`src/rtl/serial_priority_encoder.sv`:
```
// Serial priority encoder: captures a multi-hot request vector and emits the index of each set bit,
// lowest first, one per valid/ready handshake. Define SERIAL_PRIORITY_ENCODER_NONE_FLAG_EN to add the 'none' output.
module serial_priority_encoder #(
  parameter int unsigned N = 4,
  parameter int unsigned W = 2
) (
  input  logic         clk,
  input  logic         rst_n,
  input  logic         Enable,
  input  logic [N-1:0] req,
  input  logic         req_valid,
  output logic         req_ready,
  output logic [W-1:0] code,
  output logic         code_valid,
  input  logic         code_ready,
  output logic         code_last,
`ifdef SERIAL_PRIORITY_ENCODER_NONE_FLAG_EN
  output logic         none,
`endif
  output logic         busy
);

  typedef enum logic [0:0] {StIdle, StEmit} state_e;

  localparam logic [N-1:0] One = N'(1);

  state_e       state_q, state_d;
  logic [N-1:0] pending_q, pending_d;
  logic         single_bit;

`ifdef SERIAL_PRIORITY_ENCODER_NONE_FLAG_EN
  logic none_q, none_d;
`endif

  always_ff @(posedge clk or negedge rst_n) begin
    if (!rst_n) begin
      state_q   <= StIdle;
      pending_q <= '0;
`ifdef SERIAL_PRIORITY_ENCODER_NONE_FLAG_EN
      none_q    <= 1'b0;
`endif
    end else begin
      state_q   <= state_d;
      pending_q <= pending_d;
`ifdef SERIAL_PRIORITY_ENCODER_NONE_FLAG_EN
      none_q    <= none_d;
`endif
    end
  end

  always_comb begin
    state_d   = state_q;
    pending_d = pending_q;
    req_ready = 1'b0;
`ifdef SERIAL_PRIORITY_ENCODER_NONE_FLAG_EN
    none_d    = none_q;
`endif
    unique case (state_q)
      StIdle: begin
        req_ready = Enable;
        if (req_valid && Enable) begin
          if (req != '0) begin
            pending_d = req;
            state_d   = StEmit;
          end
`ifdef SERIAL_PRIORITY_ENCODER_NONE_FLAG_EN
          else begin
            none_d  = 1'b1;
            state_d = StEmit;
          end
`endif
        end
      end
      StEmit: begin
        if (code_ready) begin
          // x & (x - 1) clears the lowest set bit, i.e. the one just transferred
          pending_d = pending_q & (pending_q - One);
`ifdef SERIAL_PRIORITY_ENCODER_NONE_FLAG_EN
          none_d    = 1'b0;
`endif
          if (pending_d == '0) state_d = StIdle;
        end
      end
      default: state_d = StIdle;
    endcase
  end

  // Outputs depend only on registered state, never on req.
  always_comb begin
    code = '0;
    for (int i = int'(N) - 1; i >= 0; i--) begin
      if (pending_q[i]) code = W'(i);
    end
  end

  assign single_bit = (pending_q != '0) && ((pending_q & (pending_q - One)) == '0);
  assign code_valid = (state_q == StEmit);
  assign busy       = (state_q == StEmit);

`ifdef SERIAL_PRIORITY_ENCODER_NONE_FLAG_EN
  assign none      = code_valid && none_q;
  assign code_last = code_valid && (single_bit || none_q);
`else
  assign code_last = code_valid && single_bit;
`endif

endmodule

```
`config.mk`:
```
export PLATFORM = sky130hd
export DESIGN_NAME = serial_priority_encoder
export DESIGN_NICKNAME = d
export VERILOG_FILES = /design/src/rtl/serial_priority_encoder.sv
export SDC_FILE = /design/constraint.sdc
export NUM_CORES = 1
export LEC_CHECK = 0
export ABC_AREA = 0
export CORE_AREA = 2 2 39 41
export CTS_CLUSTER_SIZE = 14
export DETAILED_ROUTE_END_ITERATION = 8
export DIE_AREA = 0 0 41 43
export SLEW_MARGIN = 30
export SYNTH_ARGS = -nofsm -noshare
export SYNTH_HDL_FRONTEND = slang
export SYNTH_SLANG_ARGS = --single-unit
```
`constraint.sdc`:
```
create_clock -name clk -period 3.4 [get_ports clk]
set_input_delay 0.34 -clock clk [delete_from_list [all_inputs] [get_ports clk]]
set_output_delay 0.34 -clock clk [all_outputs]
set_load 0.05 [all_outputs]
```
# [Word level (Yosys, flattened, before mapping)]
# Index checks and enable logic that the tools add are counted.
[word_totals] ff_bits=5 output_inout_bits=6 input_bits=9 word_cells=29
[op_classes] n_addsub=1 eq_ne=3 bitwise=2 muxes=14 reduce_logical=7
[op_table] operator="$mux 4" n=3
[op_table] operator="$mux 2" n=4
[op_table] operator="$pmux 4 s2" n=1
[op_table] operator="$reduce_bool 4->1" n=2
[op_table] operator="$ne 2x2->1 const B" n=3
[op_table] operator="$mux 1" n=5
[op_table] operator="$and 4x4->4" n=1
[op_table] operator="$logic_not 4->1" n=1
[op_table] operator="$sub 4x1->4 const B" n=1
[op_table] operator="$logic_and 1x1->1" n=3
[op_table] operator="$reduce_and 3->1" n=1
[op_table] operator="$pmux 1 s2" n=1
[op_table] operator="$not 1->1" n=1

# [Logic depth before layout (Yosys ltp)]
# Gate-level depths: netlist (run 1).
[logic_depth] depth_word=6 ltp_mapped=4 ltp_nobuf=3

# [Worst setup path before layout (run 1)]
# No wires, ideal clock.
[synth_timing] path_type="flip-flop to output port" start="register state_q (netlist: busy)" end="output port code_last" setup_slack_ns=1.259 path_stages_with_launch=4 t_required_ns=3.060 arrival_ns=1.801 path_buffers=1 cell_sequence="dfrtp_1 clkbuf_1 inv_1 a21oi_1"
[synth_between] elab_chain_len=1
[synth_rtl] element="start, declared" line="27" rtl="state_e state_q, state_d;"
[synth_rtl] element="start signal, assigned" line="37" rtl="state_q <= StIdle;"
[synth_rtl] element="start signal, assigned" line="43" rtl="state_q <= state_d;"
[synth_rtl] element="$logic_and 1x1->1" line="104" rtl="assign code_last = code_valid && single_bit;"
[synth_rtl] element="end, declared" line="16" rtl="output logic code_last,"
# No other way between the ends.

# [Worst setup path after layout (run 1)]
[layout_timing] start="register pending_q[2]" end="output port code_last"
[layout_between] elab_chain_len=5 word_cells_on_any_way=6 cone_classes="add/sub (1); bitwise (1); reduce/logical (4)"
[layout_rtl] element="start, declared" line="28" rtl="logic [N-1:0] pending_q, pending_d;"
[layout_rtl] element="start signal, assigned" line="44" rtl="pending_q <= pending_d;"
[layout_rtl] element="$sub 4x1->4" line="96" rtl="assign single_bit = (pending_q != '0) && ((pending_q & (pending_q - One)) == '0);"
[layout_rtl] element="$and 4x4->4" line="96"
[layout_rtl] element="$logic_not 4->1" line="96"
[layout_rtl] element="$logic_and 1x1->1 (*)" line="96"
[layout_rtl] element="$logic_and 1x1->1 (*)" line="104"
# Mark *: on every way between the ends. The rest lies on a longest branch, timed or not.

==> results of run 1 <==
[state kept, by name, summed over array words and instances (netlist names)]
register,cells
busy,1
pending_q,4
[per-stage QoR]
stage | total power (uW) | std cells
after floorplan | 430 | 45
after global placement | 523 | 70
after detailed placement | 523 | 70
after CTS | 594 | 74
after global routing | 630 | 74
final | 592 | 74
[critical path, stage by stage, from the launching register on]
cell and delay [ps]:
dfrtp_1 490, xor2_1 190, o211ai_1 100, a21oi_1 150, clkdlybuf4s50_1 810
[Yosys cell counts]
cell / count / share of area (%)
inv_1: 6 / 5.8
o21a_1: 1 / 1.9
o211ai_1: 2 / 3.9
clkbuf_1: 3 / 2.9
o311ai_0: 1 / 2.3
o31ai_1: 1 / 1.9
o21ai_0: 5 / 6.4
and3b_2: 1 / 2.6
buf_4: 1 / 1.9
mux2_4: 3 / 12
nor2b_1: 1 / 1.6
a21oi_1: 3 / 3.9
xor2_1: 1 / 2.3
dfrtp_1: 5 / 32
a22o_4: 1 / 4.5
nor3_1: 1 / 1.3
nand2_1: 2 / 1.9
buf_1: 1 / 0.96
or4_4: 1 / 2.9
nor2_1: 2 / 1.9
nand3b_1: 1 / 1.9
o221ai_1: 1 / 2.3
nand3_1: 1 / 1.3
[metal layers]
metal	share of wire, %	vias up	GRT usage [%]
met3	6.0	0	3.14
met5	0	-	0
met1	49	169	16.6
li1	-	183	-
met4	0	0	4.00
met2	45	12	13.4
[worst max-delay path by stage]
stage                 startpoint        end  slack (ps)  cells after the start
floorplan                   busy  code_last        1260                      3
global placement          Enable  req_ready        1330                      3
detailed placement        Enable  req_ready        1320                      3
CTS                 pending_q[2]  code_last        1080                      4
global route        pending_q[2]  code_last         960                      4
finish              pending_q[2]  code_last        1080                      4
[final cells by class]
type | count | area [um^2] | share of cell area, %
Multi-Input combinational cell | 29 | 219 | 39.6
Sequential cell | 5 | 125 | 22.6
Inverter | 6 | 22.5 | 4.07
Clock buffer | 4 | 26.3 | 4.75
Timing Repair Buffer | 14 | 140 | 25.3
Tap cell | 16 | 20.0 | 3.62
[cells by family (layout without fill, tap and decap cells)]
logic type / Yosys count / in the layout
AOI/OAI and AO/OA: 15 / 15
xor gates and xnor gates: 1 / 1
buffers and inverters: 11 / 24
DFF: 5 / 5
muxes: 3 / 3
and+or+nand+nor: 10 / 10
[placed cells by master, fill, tap and decap left out]
cell type,count
nor3_1,1
nand3_1,1
nand2_1,2
o211ai_1,2
mux2_4,3
o21ai_0,5
clkdlybuf4s50_1,14
dfrtp_1,5
o31ai_1,1
nand3b_1,1
o221ai_1,1
clkbuf_4,3
xor2_1,1
o311ai_0,1
or4_4,1
inv_1,6
a21oi_1,3
nor2b_1,1
and3b_2,1
o21a_1,1
nor2_1,2
a22o_4,1
clkbuf_1,1
[power groups by stage]
stage               sequential (uW)  clock (uW)  combinational [uW]
global route                    166        73.2                 391
floorplan                       122           0                 308
CTS                             154        69.6                 370
global placement                155           0                 368
finish                          155        68.0                 370
detailed placement              153           0                 370
==> run_results.csv, run 1 <==
group,metric,value,unit
final_layout,number_of_nets_in_the_finished_design,68,
logic_synthesis,yosys.cell_types.count,23,
clock_network,cts.repair.resized,0,
route,drt-vias-per-instance,4.92,
clock_network,tritoncts,"done",
route,wirelength,850,um
timing,fmax,431,MHz
logic_synthesis,muxShareOfSynthArea,11.6,%
floorplanning,start_util,28.1,%
setup_path,critical_path.endpoint_type,"output port",
final_layout,fraction_of_final_layout_cells_sized_beyond_drive_strength_1,15.5,%
placed_design,routabilityCongestion,0.737,
route,detailedRoute.firstPassIterationCount,4,
final_layout,post-route-cell-area,553,um^2
setup_path,worst_ep_required_time,3060,ps
floorplanning,dieArea,1760,um^2
grt,via_count_of_the_first_global_routing_pass,279,
job,drv.max_cap_violation_count,0,
power_and_ir_drop,power.net_switching,304,uW
route,drt-initial-drc-count,10,
floorplanning,pin_count,15,
floorplanning,num_rows,14,
logic_synthesis,synth_compound_area_share,27.0,%
status,status,"completed",
logic_synthesis,synth_adder_area_share,0,%
power_and_ir_drop,ratio_of_total_power_to_cell_area,1070,nW/um^2
setup_path,worst-path-max-fanout,9,
power_and_ir_drop,ir_drop,0.509,mV
setup_path,kind_of_start_point_of_the_critical_path,"flop",
timing,timing.final.crit_period,2320,ps
route,detail-route-antenna-nets,0,
logic_synthesis,synth_seq_cells,5,
timing,clock_skew,5.58,ps
power_and_ir_drop,seq_power_share,26.1,%
logic_synthesis,syn-mean-instance-area,8.65,um^2
logic_synthesis,synth-simple-area-share,15.4,%
grt,number_of_antenna_violations_at_the_first_check_in_global_routing,0,
power_and_ir_drop,power_frac_clock,11.5,%
grt,grt_first_pass_wirelength,1.28,mm
route,drc_errors,0,
floorplanning,die_x,41,um
timing,finalSetupTns,0,ps
power_and_ir_drop,internal_power,288,uW
timing,setup_violations,0,
setup_path,reg2regPathDepth,3,
final_layout,syn_to_final_growth,42.1,%
grt,grt_util_all_layers,10.7,%
clock_network,ctsHoldBuffers,0,
floorplanning,chipHeight,43,um
timing,hold_slack,323,ps
clock_network,cts_sinks,5,
timing,final_max_slew_viol_count,0,
timing,timing_hold_violations_final,0,
placed_design,placement.setup.worst_slack,1320,ps
timing,final.period_utilization,68.3,%
timing,rsz_0062_raised_after_global_routing,"no",
grt,maximum_number_of_pins_on_one_net_before_global_route_repair,14,
timing,worst_margin_pin_slew,495,ps
clock_network,path_clk_slew,50,ps
clock_network,cts_inserted_buffers,3,
setup_path,timing.critical_path.arrival,1980,ps
placed_design,port_buffers,14,
route,total_vias_in_the_final_route,364,
route,route.detailed.wl_per_inst,11.5,um
setup_path,worstReg2RegStart,"busy",
logic_synthesis,synthesis.nets,54,
placed_design,placed_area,527,um^2
logic_synthesis,synth.yosys.warnings,0,
final_layout,fillCellCount,135,
clock_network,cts_max_level,1,
logic_synthesis,post_synth_xor_area_fraction,2.25,%
power_and_ir_drop,swShare,51.3,%
grt,overflow_left_after_global_routing,0,
logic_synthesis,synth-seq-area-share,32.2,%
setup_path,r2r-end,"pending_q[1]",
logic_synthesis,syn_inst,45,
setup_path,crit_type,"reg2out",
setup_path,reg2reg_setup_slack,1910,ps
logic_synthesis,post_synth_instance_area,389,um^2
timing,final_critical_path_setup_slack,1080,ps
floorplanning,core_area,1380,um^2
power_and_ir_drop,share_comb_of_total_power,62.4,%
clock_network,cts.repair_timing.setup_buffer_count,0,
clock_network,root_buffer,"clkbuf_4",
timing,max_slew_margin,66.9,%
logic_synthesis,main_combinational_cell_family_by_area_after_synthesis,"compound AO/OA/AOI/OAI gates",
power_and_ir_drop,power.leakage,0.000234,uW
worst_hold_path,min-delay-path-class,"in2async",
clock_network,maximum_clock_insertion_buffer_count,2,
clock_network,clk_latency,240,ps
final_layout,n_antenna_cell,0,
final_layout,final_core_utilization,40.0,%
Note: power is estimated with default switching activity, not from simulation.
==> inputs of run 2 (changes only) <==
clock period = 2.02 ns   (was 3.4 ns; I/O delays follow)
==> run 2 against run 1 <==
Effect of this change:
- hold slack got worse by 150 ps
- largest cell class unchanged
- clock power grew 71%
- first-iteration DRC count down 60%
- core utilization decreased by 0.090 points
- highest routed layer unchanged
- flip-flop and latch count unchanged
==> run_results.csv, run 2 (synthesis gave the netlist of run 1 again) <==
group,metric,value,unit
power_and_ir_drop,power_frac_clock,11.4,%
clock_network,ctsHoldBuffers,0,
floorplanning,pin_count,15,
setup_path,timing.critical_path.arrival,1490,ps
timing,clock_skew,2.58,ps
status,status,"completed",
worst_hold_path,min-delay-path-class,"in2async",
setup_path,worstSetupStartpoint,"busy",
timing,finalSetupTns,0,ps
timing,setup_violations,0,
final_layout,largest_register_ff_count,4,
floorplanning,start_util,28.1,%
power_and_ir_drop,ir_drop,0.553,mV
setup_path,worst_ep_required_time,1820,ps
final_layout,area.sequential,125,um^2
grt,overflow_left_after_global_routing,0,
timing,worst_margin_pin_slew,496,ps
route,drc_errors,0,
route,detailedRoute.firstPassIterationCount,4,
power_and_ir_drop,internal_power,479,uW
job,drv.max_cap_violation_count,0,
setup_path,worstReg2RegStart,"pending_q[1]",
route,drt-initial-drc-count,4,
setup_path,timing.critical_path.buf_inv,1,
timing,final.period_utilization,83.9,%
timing,max_slew_margin,66.8,%
route,detail-route-antenna-nets,0,
grt,via_count_of_the_first_global_routing_pass,330,
floorplanning,die_x,41,um
route,route.detailed.wl_per_inst,13.3,um
setup_path,crit_type,"reg2out",
route,total_vias_in_the_final_route,390,
power_and_ir_drop,power.net_switching,539,uW
final_layout,fraction_of_final_layout_cells_sized_beyond_drive_strength_1,25.4,%
grt,grt_first_pass_wirelength,1.47,mm
clock_network,cts.repair_timing.setup_buffer_count,0,
setup_path,critical_path.endpoint_type,"output port",
final_layout,register_with_the_highest_flop_count,"pending_q",
floorplanning,chipHeight,43,um
clock_network,path_clk_slew,50,ps
timing,fmax,590,MHz
route,drt-vias-per-instance,5.20,
setup_path,critical_path.top_delay_family,"buffers and inverters",
final_layout,number_of_nets_in_the_finished_design,69,
power_and_ir_drop,swShare,53.0,%
final_layout,fillCellCount,152,
grt,grt_util_all_layers,12.7,%
clock_network,cts_sinks,5,
timing,rsz_0062_raised_after_global_routing,"no",
clock_network,maximum_clock_insertion_buffer_count,2,
timing,final_max_slew_viol_count,0,
clock_network,clk_latency,240,ps
floorplanning,dieArea,1760,um^2
placed_design,dp_hpwl,742,um
final_layout,syn_to_final_growth,41.8,%
final_layout,multiInputGateArea,219,um^2
clock_network,tritoncts,"done",
power_and_ir_drop,share_comb_of_total_power,63.7,%
setup_path,max_stage_delay,830,ps
setup_path,worst-path-max-fanout,5,
route,wirelength,994,um
power_and_ir_drop,ratio_of_total_power_to_cell_area,1840,nW/um^2
placed_design,port_buffers,14,
clock_network,cts.repair.resized,0,
grt,number_of_antenna_violations_at_the_first_check_in_global_routing,0,
final_layout,mostFrequentLayoutCell,"clkdlybuf4s50_1",
power_and_ir_drop,seq_power_share,25.0,%
placed_design,routabilityCongestion,0.764,
floorplanning,core_area,1380,um^2
final_layout,n_antenna_cell,0,
power_and_ir_drop,power.leakage,0.000247,uW
setup_path,kind_of_start_point_of_the_critical_path,"flop",
final_layout,post-route-cell-area,552,um^2
final_layout,layout_common_cells,"10 x clkdlybuf4s50_1, 6 x inv_1, 5 x o21ai_0, 5 x dfrtp_1, 5 x buf_4",
placed_design,placed_area,524,um^2
grt,maximum_number_of_pins_on_one_net_before_global_route_repair,12,
timing,timing_hold_violations_final,0,
clock_network,cts_inserted_buffers,3,
timing,timing.final.crit_period,1690,ps
clock_network,root_buffer,"clkbuf_4",
setup_path,worstPathCellList,"clkdlybuf4s50_1",
clock_network,cts_max_level,1,
floorplanning,num_rows,14,
setup_path,slowest_cell_on_the_critical_path,"clkdlybuf4s50_1",
run 2: cell count changes in the layout (fill, tap and decap cells not counted), sizes merged:
cell | previous run | this run
buf | 0 | 5
clkdlybuf4s50 | 14 | 10
clkbuf | 4 | 3
clkinv | 0 | 1
run 2: routing by layer:
metal	up-vias	part of all wire [%]	wire, um	GRT usage [%]
met5	-	0	0	0
met4	0	0	0	8.00
met3	0	4.1	41	1.57
met2	8	49	486	17.2
met1	194	47	465	18.1
li1	188	-	-	-
run 2: final timing paths:
| check | cells after the start | slack, ps | end |
|---|---|---|---|
| max reg2reg | 3 | 680 | pending_q[3] |
| min in group clk | 3 | 600 | pending_q[0] |
| min reg2reg | 1 | 730 | pending_q[3] |
| min | 1 | 170 | pending_q[1] |
| max in group asynchronous | 1 | 1660 | busy |
| max | 1 | 330 | code_valid |
run 2: per-stage QoR:
stage	util (%)	setup WS (ps)	total power [uW]	cells	hold WS (ps)
5_1_grt	39.9	253	1070	75	186
6_report	39.9	326	1020	75	172
3_3_place_gp	37.9	138	892	71	438
4_1_cts	39.9	296	1020	75	167
3_5_place_dp	37.9	140	896	71	434
2_1_floorplan	-	17.0	723	45	-93.6
run 2: power groups by stage:
stage                     registers [uW]  logic [uW]  clock network [uW]
final                                254         648                 116
after global routing                 264         683                 126
after CTS                            251         649                 123
after detailed placement             252         644                   0
after global placement               250         643                   0
after floorplan                      205         518                   0
run 2: area by class of cell:
| cell class | instances | share of cell area [%] |
|---|---|---|
| repair buffers | 15 | 24.9 |
| well taps | 16 | 3.63 |
| multi-input cells | 29 | 39.7 |
| clock buffers | 3 | 4.08 |
| inverters | 6 | 4.08 |
| clock inverters | 1 | 0.907 |
| flip-flops and latches | 5 | 22.7 |
